--- config.mk ---
export PLATFORM = sky130hd
export DESIGN_NAME = pipe_ctrl_flat
export DESIGN_NICKNAME = d
export VERILOG_FILES = /design/src/rtl/pipe_ctrl_if.sv /design/src/rtl/pipe_ctrl.sv /design/src/flat_wrapper.sv
export SDC_FILE = /design/constraint.sdc
export NUM_CORES = 1
export LEC_CHECK = 0
export CAP_MARGIN = 20
export CORE_MARGIN = 3
export CORE_UTILIZATION = 43
export DETAILED_ROUTE_END_ITERATION = 10
export PLACE_DENSITY = 0.81
export SKIP_LAST_GASP = 1
export SYNTH_ARGS = -nofsm -noshare
export SYNTH_HDL_FRONTEND = slang
export SYNTH_SLANG_ARGS = --single-unit
--- constraint.sdc ---
create_clock -name clk -period 3.05 [get_ports clk]
set_clock_uncertainty 0.05 [all_clocks]
set_input_delay 0.7625 -clock clk [delete_from_list [all_inputs] [get_ports clk]]
set_output_delay 0.7625 -clock clk [all_outputs]
set_load 0.02 [all_outputs]
--- src/rtl/pipe_ctrl_if.sv ---
// Handshake bundle between the Beta pipeline datapath and its central sequencer.
// The master drives stage status. The slave (pipe_ctrl) returns stall, IR-source, bypass and PC controls.
interface pipe_ctrl_if #(
  parameter int unsigned STALL_CNT_W = 16
);
  logic [4:0]             dec_ra;
  logic [4:0]             dec_rb;
  logic                   dec_use_a;
  logic                   dec_use_b;
  logic                   dec_branch_taken;
  logic                   dec_jmp;
  logic                   dec_illop;
  logic [4:0]             exec_rc;
  logic                   exec_wr;
  logic                   exec_is_ld;
  logic [4:0]             mem_rc;
  logic                   mem_wr;
  logic                   mem_is_ld;
  logic                   mem_is_memop;
  logic                   dmem_ready;
  logic [4:0]             wb_rc;
  logic                   wb_wr;
  logic                   irq;
  logic                   pc_super;

  logic                   stall_if;
  logic                   stall_dec;
  logic                   stall_exec;
  logic                   stall_mem;
  logic [1:0]             ir_src_dec;
  logic [1:0]             ir_src_exec;
  logic [1:0]             bypass_a_sel;
  logic [1:0]             bypass_b_sel;
  logic [2:0]             pc_sel;
  logic                   irq_ack;
  logic [STALL_CNT_W-1:0] stall_cnt;

  modport master (
    output dec_ra, dec_rb, dec_use_a, dec_use_b, dec_branch_taken, dec_jmp, dec_illop,
           exec_rc, exec_wr, exec_is_ld, mem_rc, mem_wr, mem_is_ld, mem_is_memop,
           dmem_ready, wb_rc, wb_wr, irq, pc_super,
    input  stall_if, stall_dec, stall_exec, stall_mem, ir_src_dec, ir_src_exec,
           bypass_a_sel, bypass_b_sel, pc_sel, irq_ack, stall_cnt
  );

  modport slave (
    input  dec_ra, dec_rb, dec_use_a, dec_use_b, dec_branch_taken, dec_jmp, dec_illop,
           exec_rc, exec_wr, exec_is_ld, mem_rc, mem_wr, mem_is_ld, mem_is_memop,
           dmem_ready, wb_rc, wb_wr, irq, pc_super,
    output stall_if, stall_dec, stall_exec, stall_mem, ir_src_dec, ir_src_exec,
           bypass_a_sel, bypass_b_sel, pc_sel, irq_ack, stall_cnt
  );
endinterface

--- src/rtl/pipe_ctrl.sv ---
// Central sequencer for the 5-stage Beta pipeline: stalls, NOP/exception injection,
// operand bypass, PC source, data-memory wait FSM, interrupt latch and stall counter.
module pipe_ctrl #(
  parameter int unsigned STALL_CNT_W = 16,
  parameter logic [4:0]  NREG_ZERO   = 5'd31
) (
  input logic        clk,
  input logic        rst,
  pipe_ctrl_if.slave bus
);

  typedef enum logic {
    RUN,
    MWAIT
  } fsm_t;

  typedef enum logic [1:0] {
    IR_DATA   = 2'd0,
    IR_NOP    = 2'd1,
    IR_EXCEPT = 2'd2
  } ir_src_t;

  typedef enum logic [2:0] {
    PC_NEXT   = 3'd0,
    PC_BRANCH = 3'd1,
    PC_JMP    = 3'd2,
    PC_ILLOP  = 3'd3,
    PC_IRQ    = 3'd4,
    PC_RESET  = 3'd5
  } pc_sel_t;

  typedef enum logic [1:0] {
    BYP_RF   = 2'd0,
    BYP_EXEC = 2'd1,
    BYP_MEM  = 2'd2,
    BYP_WB   = 2'd3
  } byp_t;

  fsm_t                   fsm_q;
  logic                   irq_pend_q;
  logic [STALL_CNT_W-1:0] stall_cnt_q;

  logic    mem_busy;
  logic    freeze;
  logic    load_use;
  logic    irq_take;
  logic    stall_if_c;
  logic    stall_dec_c;
  logic    stall_exec_c;
  logic    stall_mem_c;
  ir_src_t ir_dec_c;
  ir_src_t ir_exec_c;
  pc_sel_t pc_sel_c;
  byp_t    byp_a_c;
  byp_t    byp_b_c;

  // True when a decode source port actually consumes register r.
  function automatic logic reads_reg(
    input logic [4:0] r,
    input logic [4:0] ra,
    input logic       use_a,
    input logic [4:0] rb,
    input logic       use_b
  );
    logic hit;
    hit = 1'b0;
    if (r != NREG_ZERO) begin
      hit = (use_a && (ra == r)) || (use_b && (rb == r));
    end
    return hit;
  endfunction

  // Loads are skipped as sources: their data is not ready, and load_use stalls instead.
  function automatic byp_t bypass_for(
    input logic       used,
    input logic [4:0] idx,
    input logic [4:0] x_rc,
    input logic       x_wr,
    input logic       x_ld,
    input logic [4:0] m_rc,
    input logic       m_wr,
    input logic       m_ld,
    input logic [4:0] w_rc,
    input logic       w_wr
  );
    byp_t sel;
    sel = BYP_RF;
    if (used && (idx != NREG_ZERO)) begin
      if (x_wr && !x_ld && (x_rc == idx)) begin
        sel = BYP_EXEC;
      end else if (m_wr && !m_ld && (m_rc == idx)) begin
        sel = BYP_MEM;
      end else if (w_wr && (w_rc == idx)) begin
        sel = BYP_WB;
      end
    end
    return sel;
  endfunction

  // The memory stall is seen combinationally in its first cycle, before the FSM has moved.
  assign mem_busy = bus.mem_is_memop && !bus.dmem_ready;
  assign freeze   = (fsm_q == MWAIT) || mem_busy;

  assign load_use =
      (bus.exec_is_ld && reads_reg(bus.exec_rc, bus.dec_ra, bus.dec_use_a, bus.dec_rb, bus.dec_use_b)) ||
      (bus.mem_is_ld  && reads_reg(bus.mem_rc,  bus.dec_ra, bus.dec_use_a, bus.dec_rb, bus.dec_use_b));

  always_comb begin
    stall_if_c   = 1'b0;
    stall_dec_c  = 1'b0;
    stall_exec_c = 1'b0;
    stall_mem_c  = 1'b0;
    ir_dec_c     = IR_DATA;
    ir_exec_c    = IR_DATA;
    pc_sel_c     = PC_NEXT;
    irq_take     = 1'b0;
    byp_a_c      = BYP_RF;
    byp_b_c      = BYP_RF;

    if (rst) begin
      ir_dec_c  = IR_NOP;
      ir_exec_c = IR_NOP;
      pc_sel_c  = PC_RESET;
    end else begin
      byp_a_c = bypass_for(bus.dec_use_a, bus.dec_ra,
                           bus.exec_rc, bus.exec_wr, bus.exec_is_ld,
                           bus.mem_rc, bus.mem_wr, bus.mem_is_ld,
                           bus.wb_rc, bus.wb_wr);
      byp_b_c = bypass_for(bus.dec_use_b, bus.dec_rb,
                           bus.exec_rc, bus.exec_wr, bus.exec_is_ld,
                           bus.mem_rc, bus.mem_wr, bus.mem_is_ld,
                           bus.wb_rc, bus.wb_wr);

      if (freeze) begin
        stall_if_c   = 1'b1;
        stall_dec_c  = 1'b1;
        stall_exec_c = 1'b1;
        stall_mem_c  = 1'b1;
      end else if (load_use) begin
        stall_if_c  = 1'b1;
        stall_dec_c = 1'b1;
        ir_exec_c   = IR_NOP;
      end else if (bus.dec_illop) begin
        ir_exec_c = IR_EXCEPT;
        ir_dec_c  = IR_NOP;
        pc_sel_c  = PC_ILLOP;
      end else if (irq_pend_q && !bus.pc_super) begin
        ir_exec_c = IR_EXCEPT;
        ir_dec_c  = IR_NOP;
        pc_sel_c  = PC_IRQ;
        irq_take  = 1'b1;
      end else if (bus.dec_branch_taken) begin
        ir_dec_c = IR_NOP;
        pc_sel_c = PC_BRANCH;
      end else if (bus.dec_jmp) begin
        ir_dec_c = IR_NOP;
        pc_sel_c = PC_JMP;
      end
    end
  end

  always_ff @(posedge clk) begin
    if (rst) begin
      fsm_q       <= RUN;
      irq_pend_q  <= 1'b0;
      stall_cnt_q <= '0;
    end else begin
      if (fsm_q == RUN) begin
        if (mem_busy) begin
          fsm_q <= MWAIT;
        end
      end else if (bus.dmem_ready) begin
        fsm_q <= RUN;
      end

      if (irq_take) begin
        irq_pend_q <= 1'b0;
      end else if (bus.irq) begin
        irq_pend_q <= 1'b1;
      end

      if (stall_if_c && (stall_cnt_q != '1)) begin
        stall_cnt_q <= stall_cnt_q + 1'b1;
      end
    end
  end

  assign bus.stall_if     = stall_if_c;
  assign bus.stall_dec    = stall_dec_c;
  assign bus.stall_exec   = stall_exec_c;
  assign bus.stall_mem    = stall_mem_c;
  assign bus.ir_src_dec   = ir_dec_c;
  assign bus.ir_src_exec  = ir_exec_c;
  assign bus.pc_sel       = pc_sel_c;
  assign bus.bypass_a_sel = byp_a_c;
  assign bus.bypass_b_sel = byp_b_c;
  assign bus.irq_ack      = irq_take;
  assign bus.stall_cnt    = stall_cnt_q;

endmodule

--- src/flat_wrapper.sv ---
// flat-port wrapper written by rule: the top's interface ports become plain ports
module pipe_ctrl_flat 
#(
  parameter int unsigned STALL_CNT_W = 16,
  parameter logic [4:0]  NREG_ZERO   = 5'd31
)
  (clk, rst, bus_dec_ra, bus_dec_rb, bus_dec_use_a, bus_dec_use_b, bus_dec_branch_taken, bus_dec_jmp, bus_dec_illop, bus_exec_rc, bus_exec_wr, bus_exec_is_ld, bus_mem_rc, bus_mem_wr, bus_mem_is_ld, bus_mem_is_memop, bus_dmem_ready, bus_wb_rc, bus_wb_wr, bus_irq, bus_pc_super, bus_stall_if, bus_stall_dec, bus_stall_exec, bus_stall_mem, bus_ir_src_dec, bus_ir_src_exec, bus_bypass_a_sel, bus_bypass_b_sel, bus_pc_sel, bus_irq_ack, bus_stall_cnt);
  pipe_ctrl_if #(.STALL_CNT_W(STALL_CNT_W)) bus_i ();
  input logic clk;
  input logic rst;
  input wire logic [$bits(bus_i.dec_ra)-1:0] bus_dec_ra;
  input wire logic [$bits(bus_i.dec_rb)-1:0] bus_dec_rb;
  input wire logic [$bits(bus_i.dec_use_a)-1:0] bus_dec_use_a;
  input wire logic [$bits(bus_i.dec_use_b)-1:0] bus_dec_use_b;
  input wire logic [$bits(bus_i.dec_branch_taken)-1:0] bus_dec_branch_taken;
  input wire logic [$bits(bus_i.dec_jmp)-1:0] bus_dec_jmp;
  input wire logic [$bits(bus_i.dec_illop)-1:0] bus_dec_illop;
  input wire logic [$bits(bus_i.exec_rc)-1:0] bus_exec_rc;
  input wire logic [$bits(bus_i.exec_wr)-1:0] bus_exec_wr;
  input wire logic [$bits(bus_i.exec_is_ld)-1:0] bus_exec_is_ld;
  input wire logic [$bits(bus_i.mem_rc)-1:0] bus_mem_rc;
  input wire logic [$bits(bus_i.mem_wr)-1:0] bus_mem_wr;
  input wire logic [$bits(bus_i.mem_is_ld)-1:0] bus_mem_is_ld;
  input wire logic [$bits(bus_i.mem_is_memop)-1:0] bus_mem_is_memop;
  input wire logic [$bits(bus_i.dmem_ready)-1:0] bus_dmem_ready;
  input wire logic [$bits(bus_i.wb_rc)-1:0] bus_wb_rc;
  input wire logic [$bits(bus_i.wb_wr)-1:0] bus_wb_wr;
  input wire logic [$bits(bus_i.irq)-1:0] bus_irq;
  input wire logic [$bits(bus_i.pc_super)-1:0] bus_pc_super;
  output wire logic [$bits(bus_i.stall_if)-1:0] bus_stall_if;
  output wire logic [$bits(bus_i.stall_dec)-1:0] bus_stall_dec;
  output wire logic [$bits(bus_i.stall_exec)-1:0] bus_stall_exec;
  output wire logic [$bits(bus_i.stall_mem)-1:0] bus_stall_mem;
  output wire logic [$bits(bus_i.ir_src_dec)-1:0] bus_ir_src_dec;
  output wire logic [$bits(bus_i.ir_src_exec)-1:0] bus_ir_src_exec;
  output wire logic [$bits(bus_i.bypass_a_sel)-1:0] bus_bypass_a_sel;
  output wire logic [$bits(bus_i.bypass_b_sel)-1:0] bus_bypass_b_sel;
  output wire logic [$bits(bus_i.pc_sel)-1:0] bus_pc_sel;
  output wire logic [$bits(bus_i.irq_ack)-1:0] bus_irq_ack;
  output wire logic [$bits(bus_i.stall_cnt)-1:0] bus_stall_cnt;
  assign bus_i.dec_ra = bus_dec_ra;
  assign bus_i.dec_rb = bus_dec_rb;
  assign bus_i.dec_use_a = bus_dec_use_a;
  assign bus_i.dec_use_b = bus_dec_use_b;
  assign bus_i.dec_branch_taken = bus_dec_branch_taken;
  assign bus_i.dec_jmp = bus_dec_jmp;
  assign bus_i.dec_illop = bus_dec_illop;
  assign bus_i.exec_rc = bus_exec_rc;
  assign bus_i.exec_wr = bus_exec_wr;
  assign bus_i.exec_is_ld = bus_exec_is_ld;
  assign bus_i.mem_rc = bus_mem_rc;
  assign bus_i.mem_wr = bus_mem_wr;
  assign bus_i.mem_is_ld = bus_mem_is_ld;
  assign bus_i.mem_is_memop = bus_mem_is_memop;
  assign bus_i.dmem_ready = bus_dmem_ready;
  assign bus_i.wb_rc = bus_wb_rc;
  assign bus_i.wb_wr = bus_wb_wr;
  assign bus_i.irq = bus_irq;
  assign bus_i.pc_super = bus_pc_super;
  assign bus_stall_if = bus_i.stall_if;
  assign bus_stall_dec = bus_i.stall_dec;
  assign bus_stall_exec = bus_i.stall_exec;
  assign bus_stall_mem = bus_i.stall_mem;
  assign bus_ir_src_dec = bus_i.ir_src_dec;
  assign bus_ir_src_exec = bus_i.ir_src_exec;
  assign bus_bypass_a_sel = bus_i.bypass_a_sel;
  assign bus_bypass_b_sel = bus_i.bypass_b_sel;
  assign bus_pc_sel = bus_i.pc_sel;
  assign bus_irq_ack = bus_i.irq_ack;
  assign bus_stall_cnt = bus_i.stall_cnt;
  pipe_ctrl #(.STALL_CNT_W(STALL_CNT_W), .NREG_ZERO(NREG_ZERO)) u_core (.clk(clk), .rst(rst), .bus(bus_i));
endmodule
# Word-level counts from Yosys, hierarchy flattened
# Cells that the tools add are included.
[word_totals]
elab_cells = 91
out_inout_bits = 32
regBits = 18
[op_classes]
reduce_logical = 28
eq_ne = 15
n_addsub = 1
muxes = 44
[op_table]
columns = ["op", "count"]
rows = [
  ["== test 5 bit", 10],
  ["2-to-1 mux 2 bit", 22],
  ["inequality test 5 bit (second input constant)", 4],
  ["logical AND 1 bit", 19],
  ["2-to-1 mux 3 bit", 6],
  ["adder 16 x 1 -> 16 bit (second input constant)", 1],
  ["2-to-1 mux 1 bit", 16],
  ["inequality test 16 bit (second input constant)", 1],
  ["logical NOT 1 bit", 4],
  ["logical OR 1 bit", 4],
  ["OR reduction 2 bit", 1],
]

# Longest topological paths before layout
# Gate-level depths: netlist (run 1).
[logic_depth]
depth_word = 10
ltp_mapped = 8

# Worst setup path after synthesis (run 1)
# OpenSTA, ideal clock, no wires.
[synth_path]
path_type = "input to output"
from = "input port bus_exec_rc[2]"
to = "output port bus_irq_ack"
t_required_ns = 2.237
arrival_time_ns = 2.357
path_buffers = 2
slack_ns = -0.119
cell_stages = 8
path_cell_list = "and3_1 > nand3_1 > nand4b_1 > and4_1 > buf_6 > buf_6 > nand2_1 > nor4_1"
[synth_between]
elab_chain_len = 9
elab_cells_between_ends = 12
cone_classes = "3 x eq/ne; 4 x mux; 5 x reduce/logical"
[synth_rtl]
columns = ["item", "line_no", "rtl"]
rows = [
  ["start: declaration", "flat_wrapper.sv:18", "input wire logic [$bits(bus_i.exec_rc)-1:0] bus_exec_rc;"],
  ["== test 5 bit", "pipe_ctrl.sv:68", "hit = (use_a && (ra == r)) || (use_b && (rb == r));"],
  ["logical AND 1 bit", "pipe_ctrl.sv:68", ""],
  ["logical OR 1 bit", "pipe_ctrl.sv:68", ""],
  ["2-to-1 mux 1 bit *", "pipe_ctrl.sv:67", "if (r != NREG_ZERO) begin"],
  ["logical AND 1 bit *", "pipe_ctrl.sv:105", "(bus.exec_is_ld && reads_reg(bus.exec_rc, bus.dec_ra, bus.dec_use_a, bus.dec_rb, bus.dec_use_b)) ||"],
  ["logical OR 1 bit *", "pipe_ctrl.sv:105", ""],
  ["2-to-1 mux 1 bit *", "pipe_ctrl.sv:139", "end else if (load_use) begin"],
  ["2-to-1 mux 1 bit *", "pipe_ctrl.sv:134", "if (freeze) begin"],
  ["2-to-1 mux 1 bit *", "pipe_ctrl.sv:120", "if (rst) begin"],
  ["end: declaration", "flat_wrapper.sv:39", "output wire logic [$bits(bus_i.irq_ack)-1:0] bus_irq_ack;"],
]
# Every way passes the cells marked *; elsewhere a longest branch is shown, timed or not.

# Worst setup path after layout (run 1)
[layout_path]
from = "input port bus_dec_rb[0]"
to = "output port bus_stall_dec"
[layout_between]
elab_chain_len = 9
elab_cells_between_ends = 14
cone_classes = "2 x eq/ne; 5 x mux; 7 x reduce/logical"
[layout_rtl]
columns = ["item", "line_no", "rtl"]
rows = [
  ["start: declaration", "flat_wrapper.sv:12", "input wire logic [$bits(bus_i.dec_rb)-1:0] bus_dec_rb;"],
  ["== test 5 bit", "pipe_ctrl.sv:68", ""],
  ["logical AND 1 bit", "pipe_ctrl.sv:68", ""],
  ["logical OR 1 bit", "pipe_ctrl.sv:68", ""],
  ["2-to-1 mux 1 bit", "pipe_ctrl.sv:67", ""],
  ["logical AND 1 bit, on equally long branches", "pipe_ctrl.sv:105, pipe_ctrl.sv:106", ""],
  ["logical OR 1 bit *", "pipe_ctrl.sv:105", ""],
  ["2-to-1 mux 1 bit *", "pipe_ctrl.sv:139", ""],
  ["2-to-1 mux 1 bit *", "pipe_ctrl.sv:134", ""],
  ["2-to-1 mux 1 bit *", "pipe_ctrl.sv:120", ""],
  ["end: declaration", "flat_wrapper.sv:31", "output wire logic [$bits(bus_i.stall_dec)-1:0] bus_stall_dec;"],
]
# Marked as above.

==> impl_metrics.json, run 1 <==
{
  "chipWidth_um": 68.8,
  "critPathMaxFanout": 3,
  "avgViaCountPerCell": 5.52,
  "hold-path-cell-count": 2,
  "intPower_uw": 473,
  "sw_frac_of_total_pct": 31.6,
  "crit_path_top_delay_cell": "nor4_1",
  "power_frac_comb_pct": 36.4,
  "grt_pass1_wl_um": 7980,
  "setup_viol": 0,
  "grtUsageTotal_pct": 22.2,
  "clk_pin_slew_ns": 0.07,
  "ys_seq_elements": 18,
  "cts_made_buffers": 3,
  "num_rows": 22,
  "reg2reg_slack_ns": 1.02,
  "max_clock_freq_mhz": 329,
  "crit_path_cell_trace": "clkdlybuf4s15_2 > xor2_2 > nor4_1 > nand3b_1 > and4_4 > buf_4 > a21oi_4 > buf_6",
  "first_iter_violations": 82,
  "syn_to_final_growth_pct": 60.9,
  "power_uw": 692,
  "hp-class": "flop to flop",
  "power_leakage_uw": 0.00113,
  "p_clk_share_pct": 28.1,
  "layout-drive-gt1-share_pct": 28.1,
  "finalNetCount": 360,
  "ys.flop_type": "dfxtp_1",
  "seqPwrFrac_pct": 35.6,
  "cap_violations": 0,
  "worstSetupPathType": "input port to output pin",
  "ios": 73,
  "post-route-drc-count": 0,
  "insertion_delay_ns": 0.25,
  "dieHeight_um": 68.8,
  "crit_arrival_ns": 2.23,
  "coreArea_um2": 3720,
  "place_hpwl_um": 4170,
  "cp-start-kind": "input port",
  "instances_no_fill": 365,
  "drt-pass1-iter-count": 4,
  "grt_max_degree": 27,
  "ys_async_sr_fraction_pct": 0,
  "grt_pass1_vias": 1762,
  "cts.path.max_buffers": 2,
  "start_util_pct": 45.6,
  "synth_edf_count": 0,
  "cts_tree": "built",
  "multi_input_area_um2": 1400,
  "postSynthCellCount": 228,
  "detail_route.wirelength_um": 5340,
  "fill_cells": 302,
  "syn_avg_cell_area_um2": 7.43,
  "dp.cells": 359,
  "numClockSinks": 18,
  "slew_violations": 0,
  "final_cell_mix": "31 x buf_4, 29 x nor2_1, 27 x clkdlybuf4s50_1, 19 x xor2_1, 19 x nand2_1",
  "reg2reg_depth": 7,
  "cp-end-kind": "output pin",
  "hold_violations": 0,
  "power_density_nw_per_um2": 254,
  "antennaDiodeCount": 0,
  "run_status": "finished clean",
  "cp.required_ns": 2.24,
  "cts_root_buf": "clkbuf_8",
  "final_common_cell": "buf_4",
  "htree_levels": 1,
  "antenna_found_initial": 0,
  "io_buffers": 71,
  "ir_worst_vdd_mv": 0.167,
  "vias": 2013,
  "gr-total-overflow": 0,
  "regArea_um2": 360,
  "place_congestion": 0.977,
  "max_stage_delay_ns": 0.30,
  "syn_nets": 270,
  "switchingPower_uw": 219,
  "dieArea_um2": 4730,
  "ys_seq_area_share_pct": 21.3,
  "fin_crit_sh_pct": 99.6,
  "period_needed_ns": 3.04,
  "ant_nets": 0,
  "syn_area_um2": 1690,
  "synth_cell_types": 38,
  "drt-wirelength-per-cell_um": 14.6,
  "yosys_warnings": 0
}
-- layout make-up --
| class | count | share of cell area (%) |
|---|---|---|
| multi-input cells | 194 | 51.4 |
| repair buffers | 96 | 30.5 |
| flip-flops and latches | 18 | 13.2 |
| well taps | 48 | 2.20 |
| clock buffers | 4 | 2.02 |
| inverters | 5 | 0.688 |
-- path summary, 6_finish.rpt --
| check | endpoint | start |
|---|---|---|
| setup / recovery | bus_stall_dec | bus_dec_rb[0] |
| hold / removal | u_core.bus.stall_cnt[12]$_SDFFE_PP0P_ | u_core.bus.stall_cnt[12]$_SDFFE_PP0P_ |
| setup reg to reg | u_core.bus.stall_cnt[8]$_SDFFE_PP0P_ | u_core.bus.stall_cnt[0]$_SDFFE_PP0P_ |
| hold reg to reg | u_core.bus.stall_cnt[12]$_SDFFE_PP0P_ | u_core.bus.stall_cnt[12]$_SDFFE_PP0P_ |
-- stage by stage --
stage / hold WS, ns / setup TNS [ns] / utilization (%) / cell area, um2 / setup WS [ns]
floorplan: 0.401 / 0 / - / 1710 / 0.0322
global placement: 0.415 / -10.22 / 69.6 / 2580 / -0.790
detailed placement: 0.434 / -11.53 / 69.6 / 2580 / -0.832
CTS: 0.446 / 0 / 71.3 / 2650 / 0.000373
global route: 0.460 / -0.278 / 73.4 / 2730 / -0.0833
finish: 0.443 / 0 / 73.4 / 2730 / 0.0108
-- registers in the layout, summed over array words and instances (netlist names) --
name	cells
u_core.bus.stall_cnt	16
u_core.fsm_q	1
u_core.irq_pend_q	1
-- power groups by stage --
stage | clock [uW] | sequential (uW) | combinational, uW
after global routing | 204 | 247 | 271
after floorplan | 0 | 254 | 106
final | 194 | 246 | 252
after detailed placement | 0 | 251 | 242
after CTS | 197 | 246 | 235
after global placement | 0 | 251 | 239
-- routing by layer --
metal  wire (um)  track usage, %  part of all wire (%)
met3         329            4.05                   6.2
met1        2270            29.3                    42
met4          99            4.38                   1.9
met2        2640            37.9                    49
met5           0               0                     0
-- what timing repair did --
action,4_1_cts,5_1_grt
endpoints found under the setup margin,15,13
hold buffers,0,0
pin swaps,12,10
resized for setup,124,34
setup buffers,2,0
-- cell families after synthesis --
family          Yosys count  synth area share [%]
simple gates            114                  34.2
compound gates           33                  13.1
xor+xnor                 30                  15.5
flops                    18                  21.3
buf+inv                  16                  5.10
mux                      15                  9.90
fa+ha+maj                 1                 0.738
other cells               1                 0.221
-- Yosys cell counts, types with 2 or more instances --
| master | number | share of area (%) |
|---|---|---|
| o21ai_0 | 3 | 0.89 |
| nor2_1 | 29 | 6.4 |
| nor2b_1 | 18 | 6.6 |
| inv_1 | 5 | 1.1 |
| nand2b_1 | 4 | 1.5 |
| nand3_1 | 14 | 4.1 |
| nor3_1 | 4 | 1.2 |
| buf_4 | 3 | 1.3 |
| nand4_1 | 7 | 2.6 |
| nand4b_1 | 3 | 1.6 |
| xor2_1 | 24 | 12 |
| buf_6 | 2 | 1.3 |
| mux2_2 | 9 | 6.0 |
| a211oi_2 | 2 | 1.5 |
| nand2_1 | 20 | 4.4 |
| xnor2_1 | 6 | 3.1 |
| dfxtp_1 | 18 | 21 |
| nor4_1 | 7 | 2.6 |
| o211ai_1 | 2 | 0.89 |
| and3_1 | 5 | 1.8 |
| a21oi_1 | 17 | 5.0 |
| clkbuf_1 | 5 | 1.1 |
| a221oi_1 | 2 | 1.0 |
| mux2_1 | 5 | 3.3 |
-- critical path, delay by kind of cell --
family / cells / cell delay [ns]
and+or+nand+nor: 3 / 0.60
buffers and inverters: 3 / 0.53
xor gates and xnor gates: 1 / 0.18
AOI/OAI and AO/OA: 1 / 0.15
No activity file was read; power rests on OpenSTA's default activity.
==> run 2, diff against run 1 <==
--- a/config.mk
+++ b/config.mk
@@ -6,6 +6,7 @@
 export NUM_CORES = 1
 export LEC_CHECK = 0
 export CAP_MARGIN = 20
+export CORE_ASPECT_RATIO = 0.6
 export CORE_MARGIN = 3
 export CORE_UTILIZATION = 43
 export DETAILED_ROUTE_END_ITERATION = 10
==> run 2 against run 1 <==
Worst setup slack worse by 0.0096 ns. Combinational power increased by 5%. Count of clock-buffer cells in the layout unchanged. Hold slack improved by 0.017 ns. Routed wire length is 24% higher. Sequential power is essentially flat. Global-route usage is 5.8 points higher. Register-to-register slack got worse by 0.12 ns. Clock power up 3%. Non-clock buffer count is 3 higher. First-iteration DRC count up 84%.
==> impl_metrics.json, run 2 (same netlist as run 1, synthesis figures left out) <==
{
  "avgViaCountPerCell": 5.73,
  "fill_cells": 260,
  "drt-pass1-iter-count": 7,
  "grt_max_degree": 24,
  "max_clock_freq_mhz": 328,
  "crit_path_cell_trace": "clkdlybuf4s50_1 > nor2b_1 > nand4b_1 > a221oi_1 > buf_2",
  "cts.path.max_buffers": 2,
  "power_density_nw_per_um2": 263,
  "drt-wirelength-per-cell_um": 18.1,
  "insertion_delay_ns": 0.26,
  "grt_pass1_wl_um": 10000,
  "worstSetupPathType": "input port to output pin",
  "dieHeight_um": 54.6,
  "cp.required_ns": 2.24,
  "setup_viol": 0,
  "coreArea_um2": 3500,
  "hp-class": "flop to flop",
  "antennaDiodeCount": 0,
  "design_area_um2": 2710,
  "detail_route.wirelength_um": 6600,
  "gr-total-overflow": 0,
  "cts_tree": "built",
  "critPathMaxFanout": 2,
  "vias": 2091,
  "intPower_uw": 477,
  "clk_pin_slew_ns": 0.07,
  "run_status": "finished clean",
  "layout-drive-gt1-share_pct": 30.3,
  "pre_cts_slack_ns": -0.926,
  "ir_worst_vdd_mv": 0.188,
  "io_buffers": 71,
  "largest_reg_flops": 16,
  "sw_frac_of_total_pct": 32.8,
  "max_stage_delay_ns": 0.44,
  "utilization_pct": 77.3,
  "tns_ns": 0,
  "hold_violations": 0,
  "antenna_found_initial": 0,
  "chipWidth_um": 87.0,
  "htree_levels": 1,
  "switchingPower_uw": 233,
  "ios": 73,
  "final_common_cell": "buf_4",
  "seqPwrFrac_pct": 34.7,
  "period_needed_ns": 3.05,
  "numClockSinks": 18,
  "rsz0062_at_grt": "yes",
  "grtUsageTotal_pct": 28.1,
  "crit_path_top_delay_cell": "clkdlybuf4s50_1",
  "place_hpwl_um": 4940,
  "ant_nets": 0,
  "final_cell_mix": "33 x buf_4, 29 x nor2_1, 27 x clkdlybuf4s50_1, 20 x xor2_1, 19 x nand2_1",
  "dpl_cell_area_um2": 2590,
  "power_frac_comb_pct": 37.2,
  "fin_crit_sh_pct": 100,
  "start_util_pct": 48.4,
  "num_rows": 16,
  "crit_arrival_ns": 2.24,
  "cp-end-kind": "output pin",
  "place_congestion": 0.985,
  "first_iter_violations": 151,
  "post-route-drc-count": 0,
  "cp-start-kind": "input port",
  "slew_violations": 0,
  "cts_made_buffers": 3,
  "cts_hold_buffers": 0,
  "cap_violations": 0,
  "power_leakage_uw": 0.00115,
  "grt_pass1_vias": 1921,
  "setup_ws_ns": 0.00116,
  "dieArea_um2": 4750,
  "syn_to_final_growth_pct": 59.7,
  "p_clk_share_pct": 28.0,
  "finalNetCount": 363,
  "cts_root_buf": "clkbuf_8"
}
-- run 2: final timing paths --
| check | slack [ns] | endpoint | start | cells after the start |
|---|---|---|---|---|
| setup / recovery | 0.001 | bus_bypass_a_sel[1] | bus_mem_wr | 5 |
| hold / removal | 0.46 | u_core.bus.stall_cnt[12]$_SDFFE_PP0P_ | u_core.bus.stall_cnt[12]$_SDFFE_PP0P_ | 2 |
| setup reg to reg | 0.90 | u_core.bus.stall_cnt[8]$_SDFFE_PP0P_ | u_core.bus.stall_cnt[1]$_SDFFE_PP0P_ | 7 |
| hold reg to reg | 0.46 | u_core.bus.stall_cnt[12]$_SDFFE_PP0P_ | u_core.bus.stall_cnt[12]$_SDFFE_PP0P_ | 2 |
-- run 2: cell type report --
class	count	area [um2]	share of cell area (%)
repair buffers	99	813	30.1
multi-input cells	194	1400	51.8
clock buffers	4	55.1	2.03
flip-flops and latches	18	360	13.3
well taps	45	56.3	2.08
inverters	5	18.8	0.693
-- run 2: worst max-delay path: cells and delay by family --
family                 cells  cell delay [ns]
AND/OR/NAND/NOR            2             0.48
buffers and inverters      2             0.67
AO/OA/AOI/OAI              1             0.32
-- run 2: power groups by stage --
stage | registers, uW | logic (uW) | clock network [uW]
after global placement | 251 | 242 | 0
after detailed placement | 251 | 246 | 0
after CTS | 246 | 245 | 202
after global routing | 248 | 282 | 209
after floorplan | 254 | 106 | 0
final | 247 | 265 | 199
-- run 2: through the flow --
stage                     hold slack, ns  total power, uW  std cells
after floorplan                    0.401              360        228
after global placement             0.413              493        357
after detailed placement           0.443              497        357
after CTS                          0.453              694        362
after global routing               0.473              738        365
final                              0.461              711        365
-- run 2: per-layer routing --
layer / track usage, % / part of all wire, % / up-vias
li1: - / - / 977
met1: 39.3 / 45 / 992
met2: 43.1 / 45 / 114
met3: 9.32 / 9.3 / 8
met4: 3.63 / 0.86 / 0
met5: 0 / 0 / -
-- run 2: repair_timing --
item,CTS,global route
resized for setup,130,50
cloned,0,0
setup endpoints to repair,15,15
buffers inserted,1,3
pin swaps,18,12
==> RTL edit 1 (flow settings as in run 2) <==
Reset style: asynchronous (`rst`), changed in one clocked block.
--- a/src/rtl/pipe_ctrl.sv
+++ b/src/rtl/pipe_ctrl.sv
@@ -161,3 +161,3 @@
 
-  always_ff @(posedge clk) begin
+  always_ff @(posedge clk or posedge rst) begin
     if (rst) begin
Formal check against the unedited RTL: differs if rst is asserted again (counterexample within 4 cycles, from zero or initial values and one cycle with rst high); with rst held inactive, the same outputs for 10 cycles.
==> RTL edit 1 against run 2 <==
- the flow now finishes with violations (negative setup slack)
- sequential cell count stayed put
- power up 38%
- design area is 2.9% lower
- routed wire length down 3.7%
- area after synthesis shrank 14%
- via count decreased by 9.1%
- register-to-register slack improved by 0.11 ns
- non-clock buffer count grew 10
- setup slack lost 0.11 ns
- largest cell class unchanged
- largest power group unchanged
- highest routed layer unchanged
==> RTL edit 1: results (changes against run 2) <==
run_status:
  status: "finished with violations"  # was completed
  violations: "negative setup slack"
synthesis:
  synthFlopType: "dfrtp_1"  # was dfxtp_1
  synth_cell_types: 35  # was 38
  async_flop_share_pct: 100  # was 0%
  synth_area_leaders: "dfrtp_1, xnor2_1, xor2_1, nand3_1, nand2_1"  # was dfxtp_1, xor2_1, nor2b_1, nor2_1, mux2_2
  synthTopCellsByCount: "xnor2_1, dfrtp_1, xor2_1"  # was nor2_1, xor2_1, nand2_1
  synth_fa_ha_area_share_pct: 0.856  # was 0.739%
  synth_nets: 214  # was 270
  synth_compound_area_share_pct: 9.85  # was 13.1%
  ys_seq_area_share_pct: 30.8  # was 21.3%
  synthCells: 172  # was 228
timing:
  fin_ws_ns: -0.105  # was 0.00116 ns
  setup_viol: 9  # was 0
  holdWs_ns: 0.441  # was 0.461 ns
  setup_tns_ns: -0.469  # was 0 ns
power:
  power.share.sequential_pct: 34.3  # was 34.7%
  max-vdd-ir-drop_mv: 0.506  # was 0.188 mV
  clkPwrFrac_pct: 17.2  # was 28.0%
  p_int_mw: 0.608  # was 0.477 mW
  comb_power_mw: 0.475  # was 0.265 mW
critical_path:
  endpoint: "bus_bypass_b_sel[0]"  # was bus_bypass_a_sel[1]
  rrSetupSlack_ns: 1.01  # was 0.90 ns
  worst_path_max_delay_cell: "nor3_1"  # was clkdlybuf4s50_1
  crit_start: "bus_exec_rc[2]"  # was bus_mem_wr
  worstReg2RegEnd: "u_core.bus.stall_cnt[1]"  # was u_core.bus.stall_cnt[8]
  r2r_start: "u_core.bus.stall_cnt[6]"  # was u_core.bus.stall_cnt[1]
place:
  dpl.cell_count: 308  # was 357
  dp_hpwl_mm: 4.50  # was 4.94 mm
  dpl_cell_area_sq_um: 2420  # was 2590 sq um
cells_and_area:
  final_area_sq_um: 2630  # was 2710 sq um
  layout.nets: 323  # was 363
  fillers: 158  # was 260
hold_path:
  hold_path.startpoint: "u_core.bus.stall_cnt[9]"  # was u_core.bus.stall_cnt[12]
  hold_end: "u_core.bus.stall_cnt[9]"  # was u_core.bus.stall_cnt[12]
route:
  dr.first_iter.drc_count: 184  # was 151
  avgViaCountPerCell: 5.92  # was 5.73
grt:
  grt_max_degree: 13  # was 24
  grtUsageTotal_pct: 27.3  # was 28.1%
  grt_pass1_wl_mm: 8.71  # was 10.0 mm
  met3_usage_pct: 5.46  # was 9.32%
clock_tree:
  cts_resized: 168  # was 130
-- RTL edit 1: changes by cell type in the layout (fill, tap and decap cells not counted), sizes merged, moves of 13 or more --
cell and delta:
buf +24, nor2b -16, clkbuf -14, nor2 -17, dfxtp -18, mux2 -13
dfrtp +18, xnor2 +21
-- RTL edit 1: logic make-up after synthesis --
kind of cell / count (synthesis)
xor gates and xnor gates: 44
muxes: 1
other: 1
and+or+nand+nor: 77
adders and majority gates: 1
AOI/OAI and AO/OA: 22
DFF: 18
buffers and inverters: 8
-- RTL edit 1: final cells by class --
cell class                 count  area share [%]
multi-input combinational    146            42.6
inverter                       3           0.429
clock buffer                   3            1.57
sequential                    18            17.1
tap                           42            2.00
timing repair buffer         109            36.3
-- RTL edit 1: routing by layer --
layer  vias to the layer above  wire length (um)
met5                         -                 0
met4                         0               301
met3                        38               665
met2                       147              2990
met1                       896              2390
li1                        820                 -
==> RTL edit 2 (flow settings as in run 2) <==
Without the edit above. `STALL_CNT_W` is set to 16 in 3 places; all go to 24.
--- a/src/rtl/pipe_ctrl_if.sv
+++ b/src/rtl/pipe_ctrl_if.sv
@@ -3,3 +3,3 @@
 interface pipe_ctrl_if #(
-  parameter int unsigned STALL_CNT_W = 16
+  parameter int unsigned STALL_CNT_W = 24
 );
--- a/src/rtl/pipe_ctrl.sv
+++ b/src/rtl/pipe_ctrl.sv
@@ -3,3 +3,3 @@
 module pipe_ctrl #(
-  parameter int unsigned STALL_CNT_W = 16,
+  parameter int unsigned STALL_CNT_W = 24,
   parameter logic [4:0]  NREG_ZERO   = 5'd31
--- a/src/flat_wrapper.sv
+++ b/src/flat_wrapper.sv
@@ -3,3 +3,3 @@
 #(
-  parameter int unsigned STALL_CNT_W = 16,
+  parameter int unsigned STALL_CNT_W = 24,
   parameter logic [4:0]  NREG_ZERO   = 5'd31
Ports: changed (resized bus_stall_cnt); port bits go from 73 to 81. The function was not compared with the original's and may differ.
==> RTL edit 2 against run 2 <==
- critical path depth rose by 4
- power rose by 40%
- setup slack got worse by 0.27 ns
- first-iteration DRC count rose by 26%
- die area rose by 17%
- routed wire length rose by 19%
- area after synthesis rose by 19%
- core utilization rose by 2.1 points
- the flow now finishes with violations (negative setup slack)
- design area rose by 26%
- worst hold slack improved by 0.0067 ns
- sequential cell count rose by 8
==> RTL edit 2: results (changes against run 2) <==
synthesis:
  synthTopCellsByCount: "dfxtp_1, a21oi_1, nand2_1"  # was nor2_1, xor2_1, nand2_1
  synthXorXnorAreaFrac_pct: 13.5  # was 15.5%
  synth_fa_ha_area_share_pct: 0.621  # was 0.739%
  synth_nets: 302  # was 270
  synth_area_leaders: "dfxtp_1, xnor2_1, a21oi_1, nand3_1, xor2_1"  # was dfxtp_1, xor2_1, nor2b_1, nor2_1, mux2_2
run_status:
  status: "finished with violations"  # was completed
  violations: "negative setup slack"
place:
  dpl.cell_count: 426  # was 357
  place_ws_ns: -1.34  # was -0.926 ns
  gp_congestion: 0.983  # was 0.985
  portBuffers: 79  # was 71
  dp_hpwl_mm: 5.90  # was 4.94 mm
power:
  swShare_pct: 29.8  # was 32.8%
  p_leak_nw: 1.29  # was 1.15 nW
  pg_seq_mw: 0.348  # was 0.247 mW
route:
  routed_wirelength_mm: 7.86  # was 6.60 mm
  avgViaCountPerCell: 5.69  # was 5.73
  drt_pass1_iterations: 4  # was 7
  dr.first_iter.drc_count: 190  # was 151
grt:
  grt_pass1_vias: 2370  # was 1921
cells_and_area:
  drive_gt1_share_pct: 34.8  # was 30.3%
  layout.nets: 422  # was 363
timing:
  setup_tns_ns: -1.90  # was 0 ns
  setup_viol: 9  # was 0
  fin_ws_ns: -0.272  # was 0.00116 ns
clock_tree:
  cts_setup_buffers: 6  # was 1
  clock_latency_ns: 0.28  # was 0.26 ns
critical_path:
  rrSetupSlack_ns: 0.58  # was 0.90 ns
  slowest_delay_ns: 0.54  # was 0.44 ns
  crit_family: "simple AND/OR/NAND/NOR gates"  # was buffers and inverters
hold_path:
  hold_path.startpoint: "u_core.fsm_q"  # was u_core.bus.stall_cnt[12]
  hold_end: "u_core.fsm_q"  # was u_core.bus.stall_cnt[12]
-- RTL edit 2: cell types whose count changed in the layout (fill, tap and decap cells not counted), sizes merged, moves of 8 or more --
cell	change
buf	+37
clkbuf	-15
clkdlybuf4s50	+9
dfxtp	+8
mux2	-11
nor2	-10
nor2b	-10
o21ai	+8
or3	+11
or4	+9
xnor2	+14
xor2	-13
-- RTL edit 2: area by class of cell --
cell class / instances / area, sq um
Tap cell: 60 / 75.1
Fill cell: 312 / 890
Clock inverter: 1 / 30.0
Clock buffer: 3 / 41.3
Multi-Input combinational cell: 216 / 1610
Inverter: 4 / 15.0
Sequential cell: 26 / 520
Timing Repair Buffer: 129 / 1120
-- RTL edit 2: per-layer routing --
layer	vias to the layer above	part of all wire [%]	GRT usage, %
li1	1182	-	-
met1	1218	46	37.8
met2	89	46	43.8
met3	8	7.7	9.01
met4	0	0.80	6.17
met5	-	0	0
-- RTL edit 2: tightest hold or removal path: stages (launching register included) --
cell and delay [ns]:
dfxtp_1 0.34, nor2_1 0.09, nor3_1 0.05
